**config.mk**
```make
export PLATFORM = sky130hd
export DESIGN_NAME = sdram_port_arbiter_flat
export DESIGN_NICKNAME = d
export VERILOG_FILES = /design/src/rtl/sdram_arb_pkg.sv /design/src/rtl/sdram_port_arbiter_if.sv /design/src/rtl/rr_picker.sv /design/src/rtl/sdram_port_arbiter.sv /design/src/flat_wrapper.sv
export SDC_FILE = /design/constraint.sdc
export NUM_CORES = 1
export LEC_CHECK = 0
export ABC_AREA = 1
export CORE_UTILIZATION = 47
export CTS_CLUSTER_DIAMETER = 80
export DETAILED_ROUTE_END_ITERATION = 6
export PLACE_DENSITY = 0.9
export REMOVE_ABC_BUFFERS = 1
export SKIP_CTS_REPAIR_TIMING = 1
export SLEW_MARGIN = 20
export SYNTH_ARGS = -nofsm -noshare
export SYNTH_HDL_FRONTEND = slang
export SYNTH_SLANG_ARGS = --single-unit
```
**constraint.sdc**
```tcl
create_clock -name i_clk -period 3.3 [get_ports i_clk]
set_input_delay 0.33 -clock i_clk [delete_from_list [all_inputs] [get_ports i_clk]]
set_output_delay 0.33 -clock i_clk [all_outputs]
set_load 0.03 [all_outputs]
```
**src/rtl/sdram_arb_pkg.sv**
```systemverilog
// Shared types and sizing helpers for the SDRAM port arbiter.
// Imported by the interface, the round-robin picker and the top.
package sdram_arb_pkg;

  typedef enum logic [1:0] {
    IDLE,
    ISSUE,
    WAIT_RD
  } arb_state_e;

  localparam int unsigned NumPortsDef = 4;
  localparam int unsigned IdxWidthDef = $clog2(NumPortsDef);
  localparam int unsigned StatWidth   = 16;

  function automatic int unsigned idx_w(input int unsigned n);
    return (n < 2) ? 1 : $clog2(n);
  endfunction

  // Counter only ever holds 0..t-1 before the read is aborted
  function automatic int unsigned tmo_w(input int unsigned t);
    return (t < 2) ? 1 : $clog2(t);
  endfunction

endpackage

```
**src/rtl/sdram_port_arbiter_if.sv**
```systemverilog
// Requester + sdram_ctrl user-port bundle for sdram_port_arbiter.
// Stats outputs exist only when SDRAM_ARB_STATS_EN is defined.
interface sdram_port_arbiter_if #(
  parameter int unsigned NumPorts  = 4,
  parameter int unsigned AddrWidth = 13,
  parameter int unsigned DataWidth = 16
);
  logic [NumPorts-1:0]                i_req;
  logic [NumPorts-1:0]                i_we;
  logic [NumPorts-1:0][AddrWidth-1:0] i_addr;
  logic [NumPorts-1:0][DataWidth-1:0] i_wdata;
  logic [NumPorts-1:0]                o_gnt;
  logic [NumPorts-1:0]                o_rvalid;
  logic [NumPorts-1:0]                o_rerr;
  logic [DataWidth-1:0]               o_rdata;
  logic                               o_wr_req;
  logic [AddrWidth-1:0]               o_wr_addr;
  logic [DataWidth-1:0]               o_wr_data;
  logic                               o_rd_req;
  logic [AddrWidth-1:0]               o_rd_addr;
  logic [DataWidth-1:0]               i_rd_data;
  logic                               i_rd_valid;
  logic                               i_ctrl_ready;
`ifdef SDRAM_ARB_STATS_EN
  logic [NumPorts-1:0][15:0]          o_stat_grants;
  logic [15:0]                        o_stat_timeouts;

  modport slave (
    input  i_req, i_we, i_addr, i_wdata,
    input  i_rd_data, i_rd_valid, i_ctrl_ready,
    output o_gnt, o_rvalid, o_rerr, o_rdata,
    output o_wr_req, o_wr_addr, o_wr_data,
    output o_rd_req, o_rd_addr,
    output o_stat_grants, o_stat_timeouts
  );
  modport master (
    output i_req, i_we, i_addr, i_wdata,
    output i_rd_data, i_rd_valid, i_ctrl_ready,
    input  o_gnt, o_rvalid, o_rerr, o_rdata,
    input  o_wr_req, o_wr_addr, o_wr_data,
    input  o_rd_req, o_rd_addr,
    input  o_stat_grants, o_stat_timeouts
  );
`else
  modport slave (
    input  i_req, i_we, i_addr, i_wdata,
    input  i_rd_data, i_rd_valid, i_ctrl_ready,
    output o_gnt, o_rvalid, o_rerr, o_rdata,
    output o_wr_req, o_wr_addr, o_wr_data,
    output o_rd_req, o_rd_addr
  );
  modport master (
    output i_req, i_we, i_addr, i_wdata,
    output i_rd_data, i_rd_valid, i_ctrl_ready,
    input  o_gnt, o_rvalid, o_rerr, o_rdata,
    input  o_wr_req, o_wr_addr, o_wr_data,
    input  o_rd_req, o_rd_addr
  );
`endif
endinterface

```
**src/rtl/rr_picker.sv**
```systemverilog
// Combinational round-robin picker: first requester after ptr, with wrap.
// Generic so it can back other bus arbiters.
module rr_picker #(
  parameter int unsigned N  = 4,
  parameter int unsigned IW = 2
) (
  input  logic [N-1:0]  req,
  input  logic [IW-1:0] ptr,
  output logic [N-1:0]  gnt,
  output logic [IW-1:0] idx,
  output logic          any
);
  logic [IW-1:0] cand;

  always_comb begin
    gnt  = '0;
    idx  = '0;
    any  = 1'b0;
    cand = '0;
    for (int unsigned i = 1; i <= N; i++) begin
      cand = IW'((32'(ptr) + i) % N);
      if (!any && req[cand]) begin
        gnt[cand] = 1'b1;
        idx       = cand;
        any       = 1'b1;
      end
    end
  end
endmodule

```
**src/rtl/sdram_port_arbiter.sv**
```systemverilog
// Round-robin share of one sdram_ctrl user port, one read outstanding.
// Define SDRAM_ARB_STATS_EN for saturating grant/timeout counters.
module sdram_port_arbiter
  import sdram_arb_pkg::*;
#(
  parameter int unsigned NumPorts  = 4,
  parameter int unsigned AddrWidth = 13,
  parameter int unsigned DataWidth = 16,
  parameter int unsigned RdTimeout = 64
) (
  input logic                i_clk,
  input logic                i_rst,
  sdram_port_arbiter_if.slave bus
);
  localparam int unsigned IW = idx_w(NumPorts);
  localparam int unsigned TW = tmo_w(RdTimeout);

  arb_state_e           state_q, state_d;
  logic [IW-1:0]        ptr_q, ptr_d;
  logic [IW-1:0]        owner_q, owner_d;
  logic                 we_q, we_d;
  logic [AddrWidth-1:0] wr_addr_q, wr_addr_d;
  logic [DataWidth-1:0] wr_data_q, wr_data_d;
  logic [AddrWidth-1:0] rd_addr_q, rd_addr_d;
  logic [DataWidth-1:0] rdata_q, rdata_d;
  logic [TW-1:0]        cnt_q, cnt_d;
  logic [NumPorts-1:0]  rvalid_q, rvalid_d;
  logic [NumPorts-1:0]  rerr_q, rerr_d;
  logic [NumPorts-1:0]  win_oh;
  logic [IW-1:0]        win_idx;
  logic                 win_any;
  logic [NumPorts-1:0]  own_oh;

  rr_picker #(.N(NumPorts), .IW(IW)) u_pick (
    .req (bus.i_req),
    .ptr (ptr_q),
    .gnt (win_oh),
    .idx (win_idx),
    .any (win_any)
  );

  assign own_oh = {{(NumPorts-1){1'b0}}, 1'b1} << owner_q;

  always_comb begin
    state_d   = state_q;
    ptr_d     = ptr_q;
    owner_d   = owner_q;
    we_d      = we_q;
    wr_addr_d = wr_addr_q;
    wr_data_d = wr_data_q;
    rd_addr_d = rd_addr_q;
    rdata_d   = rdata_q;
    cnt_d     = cnt_q;
    rvalid_d  = '0;
    rerr_d    = '0;
    unique case (state_q)
      IDLE: begin
        if (win_any && bus.i_ctrl_ready) begin
          owner_d = win_idx;
          ptr_d   = win_idx;
          we_d    = bus.i_we[win_idx];
          if (bus.i_we[win_idx]) begin
            wr_addr_d = bus.i_addr[win_idx];
            wr_data_d = bus.i_wdata[win_idx];
          end else begin
            rd_addr_d = bus.i_addr[win_idx];
          end
          state_d = ISSUE;
        end
      end
      ISSUE: begin
        cnt_d   = '0;
        state_d = we_q ? IDLE : WAIT_RD;
      end
      WAIT_RD: begin
        cnt_d = cnt_q + TW'(1);
        // Data arriving on the last allowed cycle still beats the abort
        if (bus.i_rd_valid) begin
          rdata_d  = bus.i_rd_data;
          rvalid_d = own_oh;
          state_d  = IDLE;
        end else if (cnt_q == TW'(RdTimeout - 1)) begin
          rerr_d  = own_oh;
          state_d = IDLE;
        end
      end
      default: state_d = IDLE;
    endcase
  end

  always_ff @(posedge i_clk or posedge i_rst) begin
    if (i_rst) begin
      state_q   <= IDLE;
      ptr_q     <= IW'(NumPorts - 1);
      owner_q   <= '0;
      we_q      <= 1'b0;
      wr_addr_q <= '0;
      wr_data_q <= '0;
      rd_addr_q <= '0;
      rdata_q   <= '0;
      cnt_q     <= '0;
      rvalid_q  <= '0;
      rerr_q    <= '0;
    end else begin
      state_q   <= state_d;
      ptr_q     <= ptr_d;
      owner_q   <= owner_d;
      we_q      <= we_d;
      wr_addr_q <= wr_addr_d;
      wr_data_q <= wr_data_d;
      rd_addr_q <= rd_addr_d;
      rdata_q   <= rdata_d;
      cnt_q     <= cnt_d;
      rvalid_q  <= rvalid_d;
      rerr_q    <= rerr_d;
    end
  end

  assign bus.o_gnt     = (state_q == ISSUE) ? own_oh : '0;
  assign bus.o_wr_req  = (state_q == ISSUE) && we_q;
  assign bus.o_rd_req  = (state_q == ISSUE) && !we_q;
  assign bus.o_wr_addr = wr_addr_q;
  assign bus.o_wr_data = wr_data_q;
  assign bus.o_rd_addr = rd_addr_q;
  assign bus.o_rdata   = rdata_q;
  assign bus.o_rvalid  = rvalid_q;
  assign bus.o_rerr    = rerr_q;

`ifdef SDRAM_ARB_STATS_EN
  logic [NumPorts-1:0][15:0] gcnt_q, gcnt_d;
  logic [15:0]               tcnt_q, tcnt_d;

  always_comb begin
    gcnt_d = gcnt_q;
    tcnt_d = tcnt_q;
    if (state_q == ISSUE && gcnt_q[owner_q] != 16'hFFFF)
      gcnt_d[owner_q] = gcnt_q[owner_q] + 16'd1;
    if (|rerr_d && tcnt_q != 16'hFFFF)
      tcnt_d = tcnt_q + 16'd1;
  end

  always_ff @(posedge i_clk or posedge i_rst) begin
    if (i_rst) begin
      gcnt_q <= '0;
      tcnt_q <= '0;
    end else begin
      gcnt_q <= gcnt_d;
      tcnt_q <= tcnt_d;
    end
  end

  assign bus.o_stat_grants   = gcnt_q;
  assign bus.o_stat_timeouts = tcnt_q;
`endif
endmodule
```
**src/flat_wrapper.sv**
```systemverilog
// flat-port wrapper written by rule: the top's interface ports become plain ports
module sdram_port_arbiter_flat import sdram_arb_pkg::*;
#(
  parameter int unsigned NumPorts  = 4,
  parameter int unsigned AddrWidth = 13,
  parameter int unsigned DataWidth = 16,
  parameter int unsigned RdTimeout = 64
)
  (i_clk, i_rst, bus_i_req, bus_i_we, bus_i_addr, bus_i_wdata, bus_i_rd_data, bus_i_rd_valid, bus_i_ctrl_ready, bus_o_gnt, bus_o_rvalid, bus_o_rerr, bus_o_rdata, bus_o_wr_req, bus_o_wr_addr, bus_o_wr_data, bus_o_rd_req, bus_o_rd_addr);
  sdram_port_arbiter_if #(.NumPorts(NumPorts), .AddrWidth(AddrWidth), .DataWidth(DataWidth)) bus_i ();
  input logic i_clk;
  input logic i_rst;
  input wire logic [$bits(bus_i.i_req)-1:0] bus_i_req;
  input wire logic [$bits(bus_i.i_we)-1:0] bus_i_we;
  input wire logic [$bits(bus_i.i_addr)-1:0] bus_i_addr;
  input wire logic [$bits(bus_i.i_wdata)-1:0] bus_i_wdata;
  input wire logic [$bits(bus_i.i_rd_data)-1:0] bus_i_rd_data;
  input wire logic [$bits(bus_i.i_rd_valid)-1:0] bus_i_rd_valid;
  input wire logic [$bits(bus_i.i_ctrl_ready)-1:0] bus_i_ctrl_ready;
  output wire logic [$bits(bus_i.o_gnt)-1:0] bus_o_gnt;
  output wire logic [$bits(bus_i.o_rvalid)-1:0] bus_o_rvalid;
  output wire logic [$bits(bus_i.o_rerr)-1:0] bus_o_rerr;
  output wire logic [$bits(bus_i.o_rdata)-1:0] bus_o_rdata;
  output wire logic [$bits(bus_i.o_wr_req)-1:0] bus_o_wr_req;
  output wire logic [$bits(bus_i.o_wr_addr)-1:0] bus_o_wr_addr;
  output wire logic [$bits(bus_i.o_wr_data)-1:0] bus_o_wr_data;
  output wire logic [$bits(bus_i.o_rd_req)-1:0] bus_o_rd_req;
  output wire logic [$bits(bus_i.o_rd_addr)-1:0] bus_o_rd_addr;
  assign bus_i.i_req = bus_i_req;
  assign bus_i.i_we = bus_i_we;
  assign bus_i.i_addr = bus_i_addr;
  assign bus_i.i_wdata = bus_i_wdata;
  assign bus_i.i_rd_data = bus_i_rd_data;
  assign bus_i.i_rd_valid = bus_i_rd_valid;
  assign bus_i.i_ctrl_ready = bus_i_ctrl_ready;
  assign bus_o_gnt = bus_i.o_gnt;
  assign bus_o_rvalid = bus_i.o_rvalid;
  assign bus_o_rerr = bus_i.o_rerr;
  assign bus_o_rdata = bus_i.o_rdata;
  assign bus_o_wr_req = bus_i.o_wr_req;
  assign bus_o_wr_addr = bus_i.o_wr_addr;
  assign bus_o_wr_data = bus_i.o_wr_data;
  assign bus_o_rd_req = bus_i.o_rd_req;
  assign bus_o_rd_addr = bus_i.o_rd_addr;
  sdram_port_arbiter #(.NumPorts(NumPorts), .AddrWidth(AddrWidth), .DataWidth(DataWidth), .RdTimeout(RdTimeout)) u_core (.i_clk(i_clk), .i_rst(i_rst), .bus(bus_i));
endmodule
```
==> flow_summary.json <==
{
  "yosysTopAreaCell": "dfrtp_1",
  "grt_pass1_wl_mm": 24.5,
  "yosysSeqAreaShare_pct": 38.9,
  "startpoint_type": "register",
  "nets": 1080,
  "h-tree-depth": 3,
  "crit_fanout": 26,
  "worstPathCellList": "inv_6 > nand2_1 > nand2_1 > nand2_1 > nand2_2 > nor2_4 > nand3_4 > nand2_2 > nand2_4 > nand2_4 > nand2_1 > nand3_1 > nand2_1 > nand3_1 > nand2_1",
  "drcViolationCount": 0,
  "io_pins": 216,
  "p_switching_uw": 4550,
  "post-route-period-util_pct": 85.5,
  "leakage_uw": 0.00392,
  "antenna_found_initial": 0,
  "fin_worst_skew_ns": 0.0189,
  "worstMarginPinSlew_ns": 0.777,
  "cp-end-kind": "register",
  "place_hpwl_mm": 11.1,
  "hold_viol": 0,
  "die_x_um": 106,
  "n_fill_cell": 828,
  "fmax_mhz": 354,
  "wirelength_mm": 14.8,
  "gr-usage-all-layers_pct": 27.5,
  "dr.pass1.iters": 5,
  "path_common_cell": "nand2_1",
  "routedWlPerCell_um": 13.8,
  "cts.clk_slew.worst_paths_ns": 0.09,
  "cts.sinks": 79,
  "yosys-top-cells-area": "dfrtp_1 38%, nand2_1 16%, nand3_1 16%",
  "setup_viol_count_final": 0,
  "avgViaCountPerCell": 4.95,
  "p_clk_share_pct": 8.2,
  "syn_area_per_cell_um2": 6.92,
  "grt_remaining_overflow": 0,
  "clk_path_buf_depth": 2,
  "crit_slowest_cell": "dfstp_2",
  "criticalPathCategory": "reg2reg",
  "clk_latency_ns": 0.35,
  "grt_pass1_vias": 5253,
  "cp_top_family": "simple AND/OR/NAND/NOR gates",
  "cp.buffers_inverters": 1,
  "synth_cell_types": 28,
  "timing.final.ws_setup_ns": 0.478,
  "die_height_um": 106,
  "yosysWarnings": 0,
  "initial_utilization_pct": 48.8,
  "drt_iter0_drc": 287,
  "dp_slack_ns": 0.522,
  "ir_worst_vdd_uv": 713,
  "internal_power_uw": 3820,
  "syn_inst": 734,
  "gp_congestion": 0.939,
  "row_count": 37,
  "reg2reg_depth": 15,
  "pwr-share-comb_pct": 72.5,
  "status": "complete, no violations",
  "drive_gt1_share_pct": 8.43,
  "reg2reg_to": "u_core.bus.o_rd_addr[6]",
  "vias": 5306,
  "grt_setup_unrepaired": "no",
  "io_buffer_count": 215,
  "cts_tree": "done",
  "coreArea_mm2": 0.0104,
  "r2r_slack_ns": 0.48,
  "p_sw_share_pct": 54.3,
  "cap_violations": 0,
  "arrival_ns": 3.06,
  "clock-root-buffer": "clkbuf_8",
  "p_per_area_mw_per_mm2": 1120,
  "min_period_ns": 2.82,
  "grt_max_degree": 42,
  "max-slew-margin-rel_pct": 48.1,
  "drtAntennaViolNets": 0,
  "tritoncts.num_buffers": 9,
  "critPathMaxStageDelay_ns": 0.70,
  "netlist_area_mm2": 0.00508,
  "r2r_start": "u_core.ptr_q[0]",
  "dieArea_mm2": 0.0112,
  "area_growth_pct": 47.3,
  "seqPwrFrac_pct": 19.3,
  "holdCritPathClass": "in2async",
  "final_max_slew_viol_count": 0,
  "diodes": 0,
  "setup_tns_ns": 0,
  "cp.required_ns": 3.54,
  "netlist.area_leader.share_pct": 37.9,
  "synth-seq-cells": 79
}
layer usage:
layer	GRT usage (%)	vias to the layer above	share of wire, %
met5	0	-	0
met4	11.2	0	3.2
met3	6.68	35	7.0
met2	48.0	213	49
met1	32.3	2404	41
li1	-	2654	-
synth_stat cells, drive strengths merged:
master  number
nand2      230
nand3      177
inv        143
dfrtp       77
buf         32
nor2        18
mux2        16
o21ai       10
clkbuf       8
nor3         7
a21oi        6
ha           4
dfstp        2
nor4         2
nand4        1
nor3b        1
flip-flops by register name, summed over array words and instances, names as in the netlist:
signal and cells:
u_core.owner_q 2, u_core.cnt_q 6, u_core.ptr_q 2, u_core.bus.o_rerr 4, u_core.state_q 2, u_core.bus.o_wr_data 16, u_core.bus.o_rdata 16, u_core.bus.o_rd_addr 13
u_core.bus.o_wr_addr 13, u_core.we_q 1, u_core.bus.o_rvalid 4
logic make-up after synthesis:
logic type               Yosys count  share of synthesized area [%]
AO/OA/AOI/OAI                     16                           1.65
flip-flops                        79                           38.9
AND/OR/NAND/NOR                  436                           39.7
adder cells (fa/ha/maj)            4                          0.985
multiplexers                      16                           3.54
buffers and inverters            183                           15.2
how the worst max path moves through the flow:
stage                          startpoint  cells past startpoint  slack, ns                       to
after floorplan           u_core.ptr_q[0]                     11      -1.16  u_core.bus.o_wr_addr[0]
after global placement       bus_i_req[1]                     15       0.59  u_core.bus.o_rd_addr[3]
after detailed placement     bus_i_req[1]                     15       0.52  u_core.bus.o_rd_addr[6]
after CTS                 u_core.ptr_q[0]                     16       0.53  u_core.bus.o_wr_addr[7]
after global routing      u_core.ptr_q[0]                     15       0.25  u_core.bus.o_rd_addr[4]
final                     u_core.ptr_q[0]                     15       0.48  u_core.bus.o_rd_addr[6]
metrics by stage:
stage / area [µm²] / cells / total power [µW] / hold slack (ns) / utilization [%]
finish: 7490 / 1073 / 8370 / 0.302 / 71.9
global route: 7490 / 1073 / 9080 / 0.327 / 71.9
CTS: 7490 / 1073 / 8370 / 0.297 / 71.9
detailed placement: 7300 / 1057 / 7660 / 0.464 / 70.1
global placement: 7300 / 1057 / 7540 / 0.462 / 70.1
floorplan: 4850 / 694 / 5490 / 0.472 / -
placed cells by master (no fill, tap or decap), drive strengths merged:
cell type / count
a21oi: 6
buf: 12
clkbuf: 10
clkdlybuf4s50: 215
clkinv: 3
clkinvlp: 2
dfrtp: 77
dfstp: 2
ha: 4
inv: 144
mux2: 16
nand2: 230
nand3: 177
nand4: 1
nor2: 18
nor3: 7
nor3b: 1
nor4: 2
o21ai: 10
final cells by class:
class / count / area, µm² / share of cell area [%]
clock buffers: 10 / 138 / 1.84
clock inverters: 6 / 52.6 / 0.702
inverters: 143 / 543 / 7.25
multi-input cells: 472 / 2340 / 31.2
flip-flops and latches: 79 / 1980 / 26.4
well taps: 136 / 170 / 2.27
repair buffers: 227 / 2270 / 30.3
power groups by stage:
stage                     Sequential [µW]  Clock [µW]  Combinational [µW]
final                                1610         687                6070
after global routing                 1660         742                6680
after CTS                            1610         695                6060
after detailed placement             1630           0                6040
after global placement               1610           0                5930
after floorplan                      2250           0                3230
(Power assumes the default switching activity.)
